[src/rtl/result_bcd_serializer.sv]
// Latches a binary result, converts it to BCD with one double-dabble shift per cycle, then streams DIGITS digits MSD first.
// First digit appears 12 cycles after acceptance; no backpressure, and words arriving while busy are dropped. Blanking: RESULT_BCD_SERIALIZER_LZ_SUPPRESS_EN.
module result_bcd_serializer #(
  parameter int DATA_W = 11,
  parameter int DIGITS = 4
) (
  input  logic              clk,
  input  logic              rst_n,
  input  logic              in_valid,
  input  logic [DATA_W-1:0] in,
  output logic              busy,
  output logic              out_valid,
  output logic [3:0]        out,
  output logic              out_last
);

  localparam int CNT_W = $clog2(DATA_W + 1);
  localparam int IDX_W = (DIGITS > 1) ? $clog2(DIGITS) : 1;
  localparam int BCD_W = 4 * DIGITS;

  typedef enum logic [1:0] {
    S_IDLE,
    S_CONV,
    S_SEND
  } state_t;

  state_t             state_q, state_d;
  logic [DATA_W-1:0]  bin_q, bin_d;
  logic [BCD_W-1:0]   bcd_q, bcd_d;
  logic [CNT_W-1:0]   cnt_q, cnt_d;
  logic [IDX_W-1:0]   idx_q, idx_d;
  logic               busy_q, busy_d;
  logic               out_valid_q, out_valid_d;
  logic [3:0]         out_q, out_d;
  logic               out_last_q, out_last_d;

  logic [BCD_W-1:0]   bcd_adj;
  logic [3:0]         digit;
  logic [3:0]         digit_shown;

  always_comb begin
    bcd_adj = bcd_q;
    digit   = 4'd0;
    for (int i = 0; i < DIGITS; i++) begin
      if (bcd_q[4*i +: 4] >= 4'd5) begin
        bcd_adj[4*i +: 4] = bcd_q[4*i +: 4] + 4'd3;
      end
      if (IDX_W'(i) == idx_q) begin
        digit = bcd_q[4*i +: 4];
      end
    end
  end

`ifdef RESULT_BCD_SERIALIZER_LZ_SUPPRESS_EN
  logic higher_zero;

  // A zero is blanked only while every more-significant digit is also zero; the units digit never is.
  always_comb begin
    higher_zero = 1'b1;
    for (int i = 0; i < DIGITS; i++) begin
      if ((IDX_W'(i) > idx_q) && (bcd_q[4*i +: 4] != 4'd0)) begin
        higher_zero = 1'b0;
      end
    end
    digit_shown = (higher_zero && (digit == 4'd0) && (idx_q != '0)) ? 4'hF : digit;
  end
`else
  always_comb begin
    digit_shown = digit;
  end
`endif

  always_comb begin
    state_d     = state_q;
    bin_d       = bin_q;
    bcd_d       = bcd_q;
    cnt_d       = cnt_q;
    idx_d       = idx_q;
    busy_d      = busy_q;
    out_valid_d = 1'b0;
    out_d       = 4'd0;
    out_last_d  = 1'b0;

    case (state_q)
      S_IDLE: begin
        if (in_valid) begin
          bin_d   = in;
          bcd_d   = '0;
          cnt_d   = '0;
          busy_d  = 1'b1;
          state_d = S_CONV;
        end
      end

      S_CONV: begin
        bcd_d = {bcd_adj[BCD_W-2:0], bin_q[DATA_W-1]};
        bin_d = {bin_q[DATA_W-2:0], 1'b0};
        cnt_d = cnt_q + 1'b1;
        if (cnt_q == CNT_W'(DATA_W - 1)) begin
          idx_d   = IDX_W'(DIGITS - 1);
          state_d = S_SEND;
        end
      end

      S_SEND: begin
        // The cycle after the units digit closes the word.
        if (out_last_q) begin
          busy_d  = 1'b0;
          state_d = S_IDLE;
        end else begin
          out_valid_d = 1'b1;
          out_d       = digit_shown;
          out_last_d  = (idx_q == '0);
          idx_d       = idx_q - 1'b1;
        end
      end

      default: begin
        state_d = S_IDLE;
        busy_d  = 1'b0;
      end
    endcase
  end

  always_ff @(posedge clk or negedge rst_n) begin
    if (!rst_n) begin
      state_q     <= S_IDLE;
      bin_q       <= '0;
      bcd_q       <= '0;
      cnt_q       <= '0;
      idx_q       <= '0;
      busy_q      <= 1'b0;
      out_valid_q <= 1'b0;
      out_q       <= 4'd0;
      out_last_q  <= 1'b0;
    end else begin
      state_q     <= state_d;
      bin_q       <= bin_d;
      bcd_q       <= bcd_d;
      cnt_q       <= cnt_d;
      idx_q       <= idx_d;
      busy_q      <= busy_d;
      out_valid_q <= out_valid_d;
      out_q       <= out_d;
      out_last_q  <= out_last_d;
    end
  end

  assign busy      = busy_q;
  assign out_valid = out_valid_q;
  assign out       = out_q;
  assign out_last  = out_last_q;

endmodule

[config.mk]
export PLATFORM = sky130hd
export DESIGN_NAME = result_bcd_serializer
export DESIGN_NICKNAME = d
export VERILOG_FILES = /design/src/rtl/result_bcd_serializer.sv
export SDC_FILE = /design/constraint.sdc
export NUM_CORES = 1
export LEC_CHECK = 0
export BUFFER_PORTS_ARGS = -buffer_cell sky130_fd_sc_hd__clkbuf_2
export CAP_MARGIN = 20
export CORE_AREA = 2 2 92 94
export CTS_BUF_LIST = sky130_fd_sc_hd__clkbuf_16
export DETAILED_ROUTE_END_ITERATION = 10
export DIE_AREA = 0 0 94 96
export SYNTH_ARGS = -nofsm -noshare
export SYNTH_HDL_FRONTEND = slang
export SYNTH_SLANG_ARGS = --single-unit
[constraint.sdc]
create_clock -name clk -period 1.5 [get_ports clk]
set_input_delay 0.3 -clock clk [delete_from_list [all_inputs] [get_ports clk]]
set_output_delay 0.3 -clock clk [all_outputs]
set_load 0.01 [all_outputs]
# Word level (Yosys, flattened, before mapping)
# Index checks and enable logic that the tools add are counted.
word_totals:
  regBits: 42
  inputBits: 14
  out_inout_bits: 7
  wordCells: 68
op_classes:
  n_addsub: 6
  n_lt_le_gt_ge: 4
  n_eq_ne: 10
  n_mux: 30
  n_bitwise: 1
  reduce_logical: 8
op_table:
  columns: ["op", "count"]
  rows:
  - ["two-way mux 4 bit", 10]
  - ["case mux 16 bit (2 select lines)", 1]
  - ["case mux 11 bit (2 select lines)", 1]
  - ["greater-or-equal comparator 4 x 3 -> 1 bit (second input constant)", 4]
  - ["two-way mux 16 bit", 1]
  - ["adder 4 x 2 -> 4 bit (second input constant)", 3]
  - ["two-way mux 11 bit", 1]
  - ["two-way mux 2 bit", 5]
  - ["AND reduction 3 bit", 3]
  - ["!= test 2 bit (second input constant)", 4]
  - ["case mux 4 bit (2 select lines)", 1]
  - ["two-way mux 1 bit", 6]
  - ["case mux 2 bit (3 select lines)", 1]
  - ["adder 4 x 1 -> 4 bit (second input constant)", 1]
  - ["== test 2 bit (first input constant)", 2]
  - ["== test 4 bit (second input constant)", 1]
  - ["logical NOT 2 bit", 2]
  - ["case mux 2 bit (2 select lines)", 1]
  - ["nonzero test 2 bit", 2]
  - ["adder 3 x 2 -> 3 bit (second input constant)", 1]
  - ["two-way mux 3 bit", 1]
  - ["case mux 1 bit (3 select lines)", 1]
  - ["== test 1 x 2 -> 1 bit (first input constant)", 1]
  - ["== test 2 x 1 -> 1 bit (second input constant)", 1]
  - ["4 further kinds", 4]

# Logic depth before layout (Yosys ltp)
# Gate-level depths: netlist of the first run.
depth:
  word_depth: 7
  mapped_depth: 6
  mapped_depth_nobuf: 5

# Least setup slack after synthesis of the first run
# OpenSTA, ideal clock, no wires.
synth_timing:
  path_kind: "register to register"
  from: "register idx_q[0]"
  to: "register out_q[0], in the netlist out[0]"
  t_arrival_ns: 1.299
  required_ns: 1.423
  slack_ns: 0.123
  stages_incl_launch_ff: 7
  synth_period_minus_slack_ns: 1.377
  cell_sequence: "dfrtp_1 > inv_1 > ha_1 > clkbuf_1 > a21oi_1 > a221o_1 > a21oi_1"
synth_via:
  elab_chain_cells: 7
  elab_cells_between_ends: 10
  cone_classes: "eq/ne: 3; mux: 6; reduce/logical: 1"
synth_lines:
  columns: ["element", "line_no", "text"]
  rows:
  - ["start: declaration", "31", "logic [IDX_W-1:0] idx_q, idx_d;"]
  - ["start signal: assignment", "141", "idx_q <= idx_d;"]
  - ["logical NOT 2 bit", "48", "if (IDX_W'(i) == idx_q) begin"]
  - ["two-way mux 4 bit (3 in series)", "48", null]
  - ["two-way mux 4 bit *", "48", null]
  - ["two-way mux 4 bit *", "107", "if (out_last_q) begin"]
  - ["two-way mux 4 bit *", "84", "case (state_q)"]
  - ["via out_d[0]", "34", "logic [3:0] out_q, out_d;"]
  - ["end signal: assignment", "144", "out_q <= out_d;"]
  - ["end: declaration", "34", null]
# Mark *: on every way through the listed nets, which the timed path passes. The rest lies on a longest branch.
# A chain may end at the register's enable or synchronous reset.

# Final worst setup path of the first run
layout_timing:
  from: "register idx_q[1]"
  to: "register out_q[3], in the netlist out[3]"
# The elaborated chain is that of the path after synthesis.

==> out/results.ini, run 1 <==
[sta]
slew_headroom = 0.7419
finalCriticalPeriod_ns = 1.506
drv_slew = 0
max_clock_freq_ghz = 0.6641
fin_worst_skew_ns = 0.009174
period_share = 1.004
fin_ws_ns = -0.005728
holdWs_ns = 0.2988
finalHoldViolations = 0
tightest_slew_ns = 0.3872
rsz0062_at_grt = true
finalSetupViolCount = 1
timing.setup.tns_ns = -0.005728

[synthesis]
yosysWarnings = 0
synth-simple-area-share = 0.1214
synth_xor_area_frac = 0.01113
synth_fa_ha_area_frac = 0.07423
synth_seq_area_share = 0.4454
syn_inst = 236
ys_ff_latch = 42
synth_compound_area_frac = 0.2656
synth.area.mux_share = 0.01432
yosys.area.top_type = dfrtp_1
synth_cell_types = 39
synth_top_area_frac = 0.4454
synth_top_family_by_area = compound AO/OA/AOI/OAI gates
syn_area_sq_mm = 0.002360
synth_nets = 264
synth.area.top_cells = dfrtp_1 45%, ha_1 7.4%, a21oi_1 4.5%
syn_avg_cell_area_sq_um = 9.999

[global_route]
grt_start_max_net_pins = 30
antenna_found_initial = 0
grt-ovfl-total = 0
grt_first_pass_wirelength_um = 8756
gr-usage-all-layers = 0.1234
grt_pass1_vias = 1812

[layout]
area_growth_pct = 22.11
insertedDiodeCount = 0
final_cells = 377
fillers = 804
postLayoutCellArea_sq_mm = 0.002882
nets = 299
layout-drive-gt1-share = 0.2353

[hold_path]
worstHoldPathCells = 3
hp-class = in2reg

[setup_path]
critPathLaunchType = register
critical_path_arrival_ns = 1.70
r2r_cells = 5
crit_type = reg2reg
cp.required_ns = 1.69
cp-end-kind = register
cp_max_fo = 5

[clocking]
tritoncts = done
clkTransAtPathRegs_ns = 0.07
cts_buffers = 5
cts_sinks = 42
cts.path.max_buffers = 2
cts_root_buf = clkbuf_16
htree_num_levels = 2
clock_latency_ns = 0.28

[die]
fp.dieArea_sq_mm = 0.009024
core.rowCount = 33
core_sq_mm = 0.008051
start_util = 0.2931
io_pins = 21
dieHeight_um = 96
die_w_um = 94

[detailed_routing]
firstDrtPassIters = 4
via_per_inst = 4.987
first_iter_violations = 132
antenna_left = 0
wl_met2_um = 2639
routed_wirelength_um = 5349
wl_met1_um = 2530
vias = 1880
drt-wirelength-per-cell_um = 14.19
drc = 0
route.met3.wl_um = 98
highest_layer = met4

[power]
switchingPower_mw = 2.129
swShare = 0.3893
comb_power_share = 0.456
p_leak_nw = 1.285
ir_worst_vdd_mv = 0.5264
powerDensity_mw_per_mm2 = 1898
p_clk_frac = 0.196
p_int_mw = 3.340
p_seq_frac = 0.348

[placement]
hpwl_um = 3804
dp_cells = 365
place_congestion = 0.7788
place.port_buffers = 20
dpl_cell_area_sq_mm = 0.002666

[run_status]
violations = setup timing
status = complete, but fails checks

[job]
cap_viol_max_count = 0

-- synthesized netlist by cell type --
cell type and number:
and2_1 1, nand3b_4 1, o32ai_1 3, o22ai_1 1, o21ai_1 1, nor2b_2 1
nor2b_1 16, nand3b_1 4, a21o_1 1, o31ai_1 4, nand2b_1 5, o211ai_1 4
inv_1 21, buf_6 1, inv_2 1, a21oi_1 21, o221ai_1 4, dfrtp_1 42
mux2_2 3, nand3_1 1, nor2_1 2, a32o_1 4, xnor2_1 3, nand4b_1 1
o21ai_0 16, a221o_1 4, buf_2 2, nand2_1 16, o21bai_2 1, o21ba_2 1
o21a_1 5, a22oi_1 10, clkbuf_1 4, ha_1 14, buf_1 1, buf_4 5
and3b_1 1, o2111ai_1 8, a22o_1 2
-- logic make-up after synthesis --
family	Yosys count
XOR/XNOR	3
multiplexers	3
AND/OR/NAND/NOR	49
flip-flops	42
AO/OA/AOI/OAI	90
buffers and inverters	35
adder cells (fa/ha/maj)	14
-- flip-flops by register name, indices dropped and copies added (netlist names) --
| register | cells |
|---|---|
| cnt_q | 4 |
| idx_q | 2 |
| out | 4 |
| out_valid | 1 |
| busy | 1 |
| bin_q | 11 |
| out_last | 1 |
| bcd_q | 16 |
| state_q | 2 |
-- through the flow --
step                      power [mW]  worst slack, ns  utilization
after floorplan                3.581           0.1231            -
after global placement         4.233          0.05607       0.3312
after detailed placement       4.312          0.04627       0.3312
after CTS                      5.407          0.01093       0.3506
after global routing           5.918         -0.06016       0.3579
final                          5.469        -0.005728       0.3579
-- cell type report --
type	count	area (sq um)	share of cell area
clock buffers	5	125.1	0.04342
multi-input cells	159	1184	0.4108
well taps	105	131.4	0.04559
inverters	22	82.58	0.02866
clock inverters	3	21.27	0.007382
repair buffers	41	285.3	0.09900
flip-flops and latches	42	1052	0.3652
-- power groups by stage --
stage / registers [mW] / logic [mW] / clock network, mW
global route: 1.97 / 2.80 / 1.15
CTS: 1.89 / 2.42 / 1.09
finish: 1.90 / 2.50 / 1.07
detailed placement: 1.91 / 2.40 / 0
global placement: 1.90 / 2.34 / 0
floorplan: 1.80 / 1.78 / 0
-- layout by cell type (no fill, tap or decap), types with 2 or more instances in the layout --
master and instances:
ha_1 11, o221ai_1 4, o31ai_1 4, a22oi_1 10, clkbuf_16 5, nand2b_1 5, nor2_1 2, inv_2 2
a22o_1 2, clkbuf_2 20, o21a_1 5, a32o_1 4, mux2_2 3, o211ai_1 4, buf_12 2, nor2b_2 4
o2111ai_1 8, nand3b_1 4, nand2_1 16, inv_1 20, xnor2_1 3, a221o_1 4, o32ai_1 3, o21ai_0 16
buf_4 18, ha_4 2, dfrtp_1 41, nor2b_1 13, a21oi_1 21
-- layer usage --
metal,up-vias,track usage
li1,926,-
met1,927,0.1627
met2,23,0.2060
met3,4,0.01410
met4,0,0.05193
met5,-,0
-- what timing repair did --
item / 4_1_cts / 5_1_grt
endpoints found under the hold margin: 13 / 0
hold buffers: 1 / 0
resized for setup: 0 / 10
setup endpoints to repair: 0 / 17
buffers inserted: 0 / 3
-- worst paths after layout --
kind / start / slack, ns / to
min in group asynchronous: rst_n / 0.47 / bin_q[1]
min: in[2] / 0.30 / bin_q[2]
max in group asynchronous: rst_n / 0.54 / bcd_q[11]
max: idx_q[1] / -0.006 / out[3]
min reg2reg: bin_q[9] / 0.52 / bin_q[10]
max reg2reg: idx_q[1] / -0.006 / out[3]
-- critical path, cell delays in order, from the launching register on --
cell      delay (ns)
dfrtp_1         0.44
inv_1           0.15
ha_2            0.25
nand3b_1        0.09
a221o_1         0.31
a21oi_1         0.16
No activity file was read; power rests on OpenSTA's default activity.
==> run 2: changes to the inputs <==
SETUP_SLACK_MARGIN = 0.2   (was unset)
==> out/results.ini, run 2 (synthesis results as in run 1) <==
[global_route]
use_met1 = 0.1724  ; +0.009680
antenna_found_initial = 0  ; unchanged
top_usage_layer = met2
grt-ovfl-total = 0  ; unchanged
grt_pass1_vias = 1970  ; +8.7%
grt_first_pass_wirelength_um = 9549  ; +9.1%
grt_util_met3 = 0.01566  ; +0.001566
grt_start_max_net_pins = 43  ; +43%
use_met2 = 0.2250  ; +0.01905
gr-usage-all-layers = 0.1321  ; +0.008718

[detailed_routing]
via_per_inst = 4.975  ; -0.24%
drc = 0  ; unchanged
drt-wirelength-per-cell_um = 15.05  ; +6.1%
firstDrtPassIters = 4  ; unchanged
antenna_left = 0  ; unchanged
first_iter_violations = 78  ; -41%
vias = 1980  ; +5.3%
routed_wirelength_um = 5989  ; +12%

[setup_path]
r2r_cells = 5  ; unchanged
cp.required_ns = 1.71  ; +0.02 ns
cp_max_fo = 5  ; unchanged
cp-end-kind = register
reg2reg_from = idx_q[0]
critical_path_arrival_ns = 1.59  ; -0.11 ns
crit_type = reg2reg
r2r_slack_ns = 0.12  ; +0.13 ns
rr_endpoint = out[3]
critPathLaunchType = register

[clocking]
tritoncts = done
ctsHoldBuffers = 0  ; -1
clkTransAtPathRegs_ns = 0.06  ; about the same
cts.path.max_buffers = 2  ; unchanged
clock_latency_ns = 0.28  ; about the same
cts_root_buf = clkbuf_16
cts_sinks = 42  ; unchanged
cts_buffers = 5  ; unchanged
htree_num_levels = 2  ; unchanged

[job]
cap_viol_max_count = 0  ; unchanged

[layout]
insertedDiodeCount = 0  ; unchanged
final_cells = 398  ; +5.6%
layout_commonest_cell = dfrtp_1
layout_common_cells = 40 x dfrtp_1, 35 x buf_4, 20 x clkbuf_2
top_regs = bcd_q x16, bin_q x11
largest_reg_flops = 16  ; unchanged
nets = 322  ; +7.7%
max_flop_register = bcd_q
area_growth_pct = 40.30
layout-drive-gt1-share = 0.4198  ; +0.1845

[sta]
max_clock_freq_ghz = 0.7250  ; +9.2%
finalCriticalPeriod_ns = 1.379  ; -0.1263 ns
finalHoldViolations = 19  ; +19
rsz0062_at_grt = true
holdWs_ns = -0.007153  ; -0.3060 ns
slew_headroom = 0.8141  ; +0.07220
tightest_slew_ns = 0.2789  ; -0.1083 ns
period_share = 0.9196  ; -0.08423
fin_worst_skew_ns = 0.004120  ; -0.005053 ns
timing.setup.tns_ns = 0  ; +0.005728 ns
drv_slew = 0  ; unchanged
finalSetupViolCount = 0  ; -1

[die]
die_w_um = 94  ; unchanged
io_pins = 21  ; unchanged
start_util = 0.2931  ; unchanged
core_sq_mm = 0.008051  ; unchanged
fp.dieArea_sq_mm = 0.009024  ; unchanged
dieHeight_um = 96  ; unchanged
core.rowCount = 33  ; unchanged

[hold_path]
hp-class = in2async

[power]
powerDensity_mw_per_mm2 = 1930  ; +1.7%
ir_worst_vdd_mv = 0.6182  ; +17%
p_leak_nw = 1.453  ; +13%

[placement]
dp_cells = 365  ; unchanged
place_congestion = 0.7670  ; -1.5%
place.port_buffers = 20  ; unchanged
hpwl_um = 3610  ; -5.1%

[run_status]
violations = hold timing
status = complete, but fails checks

## run 2: cell types whose count changed in the layout (fill, tap and decap cells not counted), moves of 6 or more
cell,change
inv_1,-9
ha_1,-10
ha_4,+6
buf_4,+17
inv_2,+8
nor2b_4,+6
## run 2: what timing repair did
| action | 4_1_cts | 5_1_grt |
|---|---|---|
| endpoints found under the setup margin | 31 | 31 |
| resized for setup | 40 | 38 |
| buffers inserted | 16 | 10 |
| gates cloned | 1 | 0 |
| pin swaps | 9 | 16 |
## run 2: worst max path at each step
stage                        start         to  slack (ns)  cells after the start
after floorplan           cnt_q[0]   idx_q[0]        0.21                      5
after global placement    idx_q[1]     out[1]        0.06                      5
after detailed placement  idx_q[0]     out[1]        0.05                      5
after CTS                 idx_q[0]     out[1]        0.16                      5
after global routing      bcd_q[9]  bcd_q[12]        0.05                      5
final                     idx_q[0]     out[3]        0.12                      5
## run 2: metal layers
metal  part of all wire  vias to the layer above
met1               0.46                      975
met3              0.014                        6
li1                   -                      974
met5                  0                        -
met4              0.015                        0
met2               0.51                       25
## run 2: metrics by stage
step	area (sq um)	total power, mW	util	worst slack (ns)
final	3311	6.389	0.4112	0.1206
after global placement	2666	4.216	0.3312	0.06276
after global routing	3311	6.875	0.4112	0.04550
after CTS	3073	5.818	0.3817	0.1627
after detailed placement	2666	4.263	0.3312	0.05208
after floorplan	2370	3.602	-	0.2083
## run 2: power by group
| part | leakage [nW] | total (mW) | internal [mW] | switching (mW) |
|---|---|---|---|---|
| Sequential | 0.535 | 1.91 | 1.53 | 0.379 |
| Combinational | 0.854 | 3.48 | 1.80 | 1.67 |
| Clock | 0.0632 | 1.01 | 0.592 | 0.415 |
## run 2: cell type report
cell class | instances | area (sq um)
fillers | 760 | 4741
multi-input cells | 159 | 1414
flip-flops and latches | 42 | 1054
repair buffers | 64 | 498.0
well taps | 105 | 131.4
clock buffers | 5 | 125.1
inverters | 22 | 85.08
clock inverters | 1 | 3.754
## run 2: worst max-delay path, cell delays in order, from the launching register on
cell      delay [ns]
dfrtp_1         0.42
inv_2           0.14
ha_4            0.17
nand3b_1        0.08
a221o_1         0.37
a21oi_2         0.13
==> run 3: changes to the inputs <==
ABC_CLOCK_PERIOD_IN_PS = 1500   (was unset)
CTS_BUF_LIST = unset   (was sky130_fd_sc_hd__clkbuf_16)
==> out/results.ini, run 3 (synthesis results as in run 1) <==
[run_status]
status = finished, final reports clean

[hold_path]
hp-class = in2reg
min_from = in[0]

[setup_path]
cp-startpoint = idx_q[0]
critical_path_arrival_ns = 1.64  ; +0.05 ns
crit_type = reg2reg
reg2reg_from = idx_q[0]
critPathLaunchType = register
cp-end-kind = register
cp_max_fo = 5  ; unchanged
cp.required_ns = 1.71  ; about the same

[sta]
finalHoldViolations = 0  ; -19
period_share = 0.9519  ; +0.03230
rsz0062_at_grt = true
timing.setup.tns_ns = 0  ; unchanged
finalCriticalPeriod_ns = 1.428  ; +0.04844 ns
slew_headroom = 0.8198  ; +0.005725
fin_ws_ns = 0.07217  ; -0.04844 ns
max_clock_freq_ghz = 0.7004  ; -3.4%
drv_slew = 0  ; unchanged
tightest_slew_ns = 0.2703  ; -0.008586 ns
finalSetupViolCount = 0  ; unchanged
fin_worst_skew_ns = 0.01048  ; +0.006357 ns

[layout]
top_regs = bcd_q x16, bin_q x11
area_growth_pct = 41.20
max_flop_register = bcd_q
largest_reg_flops = 16  ; unchanged
layout_common_cells = 40 x dfrtp_1, 36 x buf_4, 20 x clkbuf_2
fillers = 756  ; -0.53%
insertedDiodeCount = 0  ; unchanged
layout_commonest_cell = dfrtp_1
layout-drive-gt1-share = 0.4262  ; +0.006379
nets = 327  ; +1.6%

[detailed_routing]
firstDrtPassIters = 4  ; unchanged
drt-wirelength-per-cell_um = 15.64  ; +4.0%
via_per_inst = 5.065  ; +1.8%
vias = 2041  ; +3.1%
first_iter_violations = 95  ; +22%
drc = 0  ; unchanged
antenna_left = 0  ; unchanged
routed_wirelength_um = 6304  ; +5.3%

[die]
fp.dieArea_sq_mm = 0.009024  ; unchanged
die_w_um = 94  ; unchanged
core.rowCount = 33  ; unchanged
io_pins = 21  ; unchanged
core_sq_mm = 0.008051  ; unchanged
dieHeight_um = 96  ; unchanged
start_util = 0.2931  ; unchanged

[power]
powerDensity_mw_per_mm2 = 1868  ; -3.2%
p_leak_nw = 1.460  ; +0.50%
comb_power_share = 0.576  ; +0.032
switchingPower_mw = 2.486  ; +0.72%
p_int_mw = 3.736  ; -4.7%
ir_worst_vdd_mv = 0.5110  ; -17%
swShare = 0.3995  ; +0.01319
p_seq_frac = 0.305  ; +0.007
p_clk_frac = 0.119  ; -0.039

[job]
cap_viol_max_count = 0  ; unchanged

[global_route]
grt_pass1_vias = 1961  ; -0.46%
grt_start_max_net_pins = 43  ; unchanged
gr-usage-all-layers = 0.1331  ; +0.0009960
antenna_found_initial = 0  ; unchanged
grt-ovfl-total = 0  ; unchanged
grt_first_pass_wirelength_um = 9653  ; +1.1%

[placement]
place_congestion = 0.7670  ; unchanged
hpwl_um = 3610  ; unchanged
dp_slack_ns = 0.05208  ; unchanged
place.port_buffers = 20  ; unchanged

[clocking]
htree_num_levels = 2  ; unchanged
cts_buffers = 5  ; unchanged
tritoncts = done
clkTransAtPathRegs_ns = 0.08  ; +0.02 ns
cts_sinks = 42  ; unchanged
clock_latency_ns = 0.29  ; about the same
cts.path.max_buffers = 2  ; unchanged
cts_root_buf = clkbuf_8

==> run 3: final timing paths <==
kind | endpoint | slack (ns) | depth (start not counted)
min in group asynchronous | bin_q[0] | 0.51 | 3
setup reg to reg | out[3] | 0.07 | 5
max in group asynchronous | state_q[0] | 0.78 | 3
hold / removal | bin_q[0] | 0.27 | 3
setup / recovery | out[3] | 0.07 | 5
hold reg to reg | bcd_q[11] | 0.50 | 1
==> run 3: routing by layer <==
metal,GRT usage,vias to the layer above,share of wire
met5,0,-,0
met4,0.04589,0,0.024
met3,0.01410,11,0.027
met2,0.2286,45,0.51
met1,0.1748,1001,0.44
li1,-,984,-
==> run 3: stage by stage <==
step	instance area [sq um]	total power, mW	util	hold WS, ns	instances
floorplan	2370	3.602	-	0.004409	236
finish	3332	6.222	0.4138	0.2719	403
CTS	3064	5.590	0.3806	0.2802	391
detailed placement	2666	4.263	0.3312	0.3050	365
global route	3332	6.684	0.4138	0.2944	403
global placement	2666	4.216	0.3312	0.3005	365
==> run 3: cell type report <==
cell class | count | area, sq um | share of cell area
Multi-Input combinational cell | 160 | 1441 | 0.4326
Sequential cell | 42 | 1054 | 0.3162
Timing Repair Buffer | 68 | 538.0 | 0.1615
Tap cell | 105 | 131.4 | 0.03943
Inverter | 22 | 85.08 | 0.02554
Clock buffer | 6 | 82.58 | 0.02478
==> run 3: repair_timing <==
item                       CTS  global route
pin swaps                   11            13
cloned                       1             1
hold buffers                 1             0
hold endpoints to repair    42             0
setup endpoints to repair   33            31
gates resized for setup     43            41
setup buffers               18            11
==> run 3: power groups by stage <==
stage	registers (mW)	clock network (mW)	logic, mW
after floorplan	1.80	0	1.80
after detailed placement	1.89	0	2.38
final	1.90	0.741	3.58
after global placement	1.89	0	2.33
after CTS	1.85	0.756	2.98
after global routing	1.96	0.808	3.92
==> run 3: critical path, stage by stage (launching register included) <==
cell and delay, ns:
dfrtp_1 0.43, inv_2 0.14, ha_4 0.17, nand3b_1 0.08, a221o_1 0.38, a21oi_2 0.16
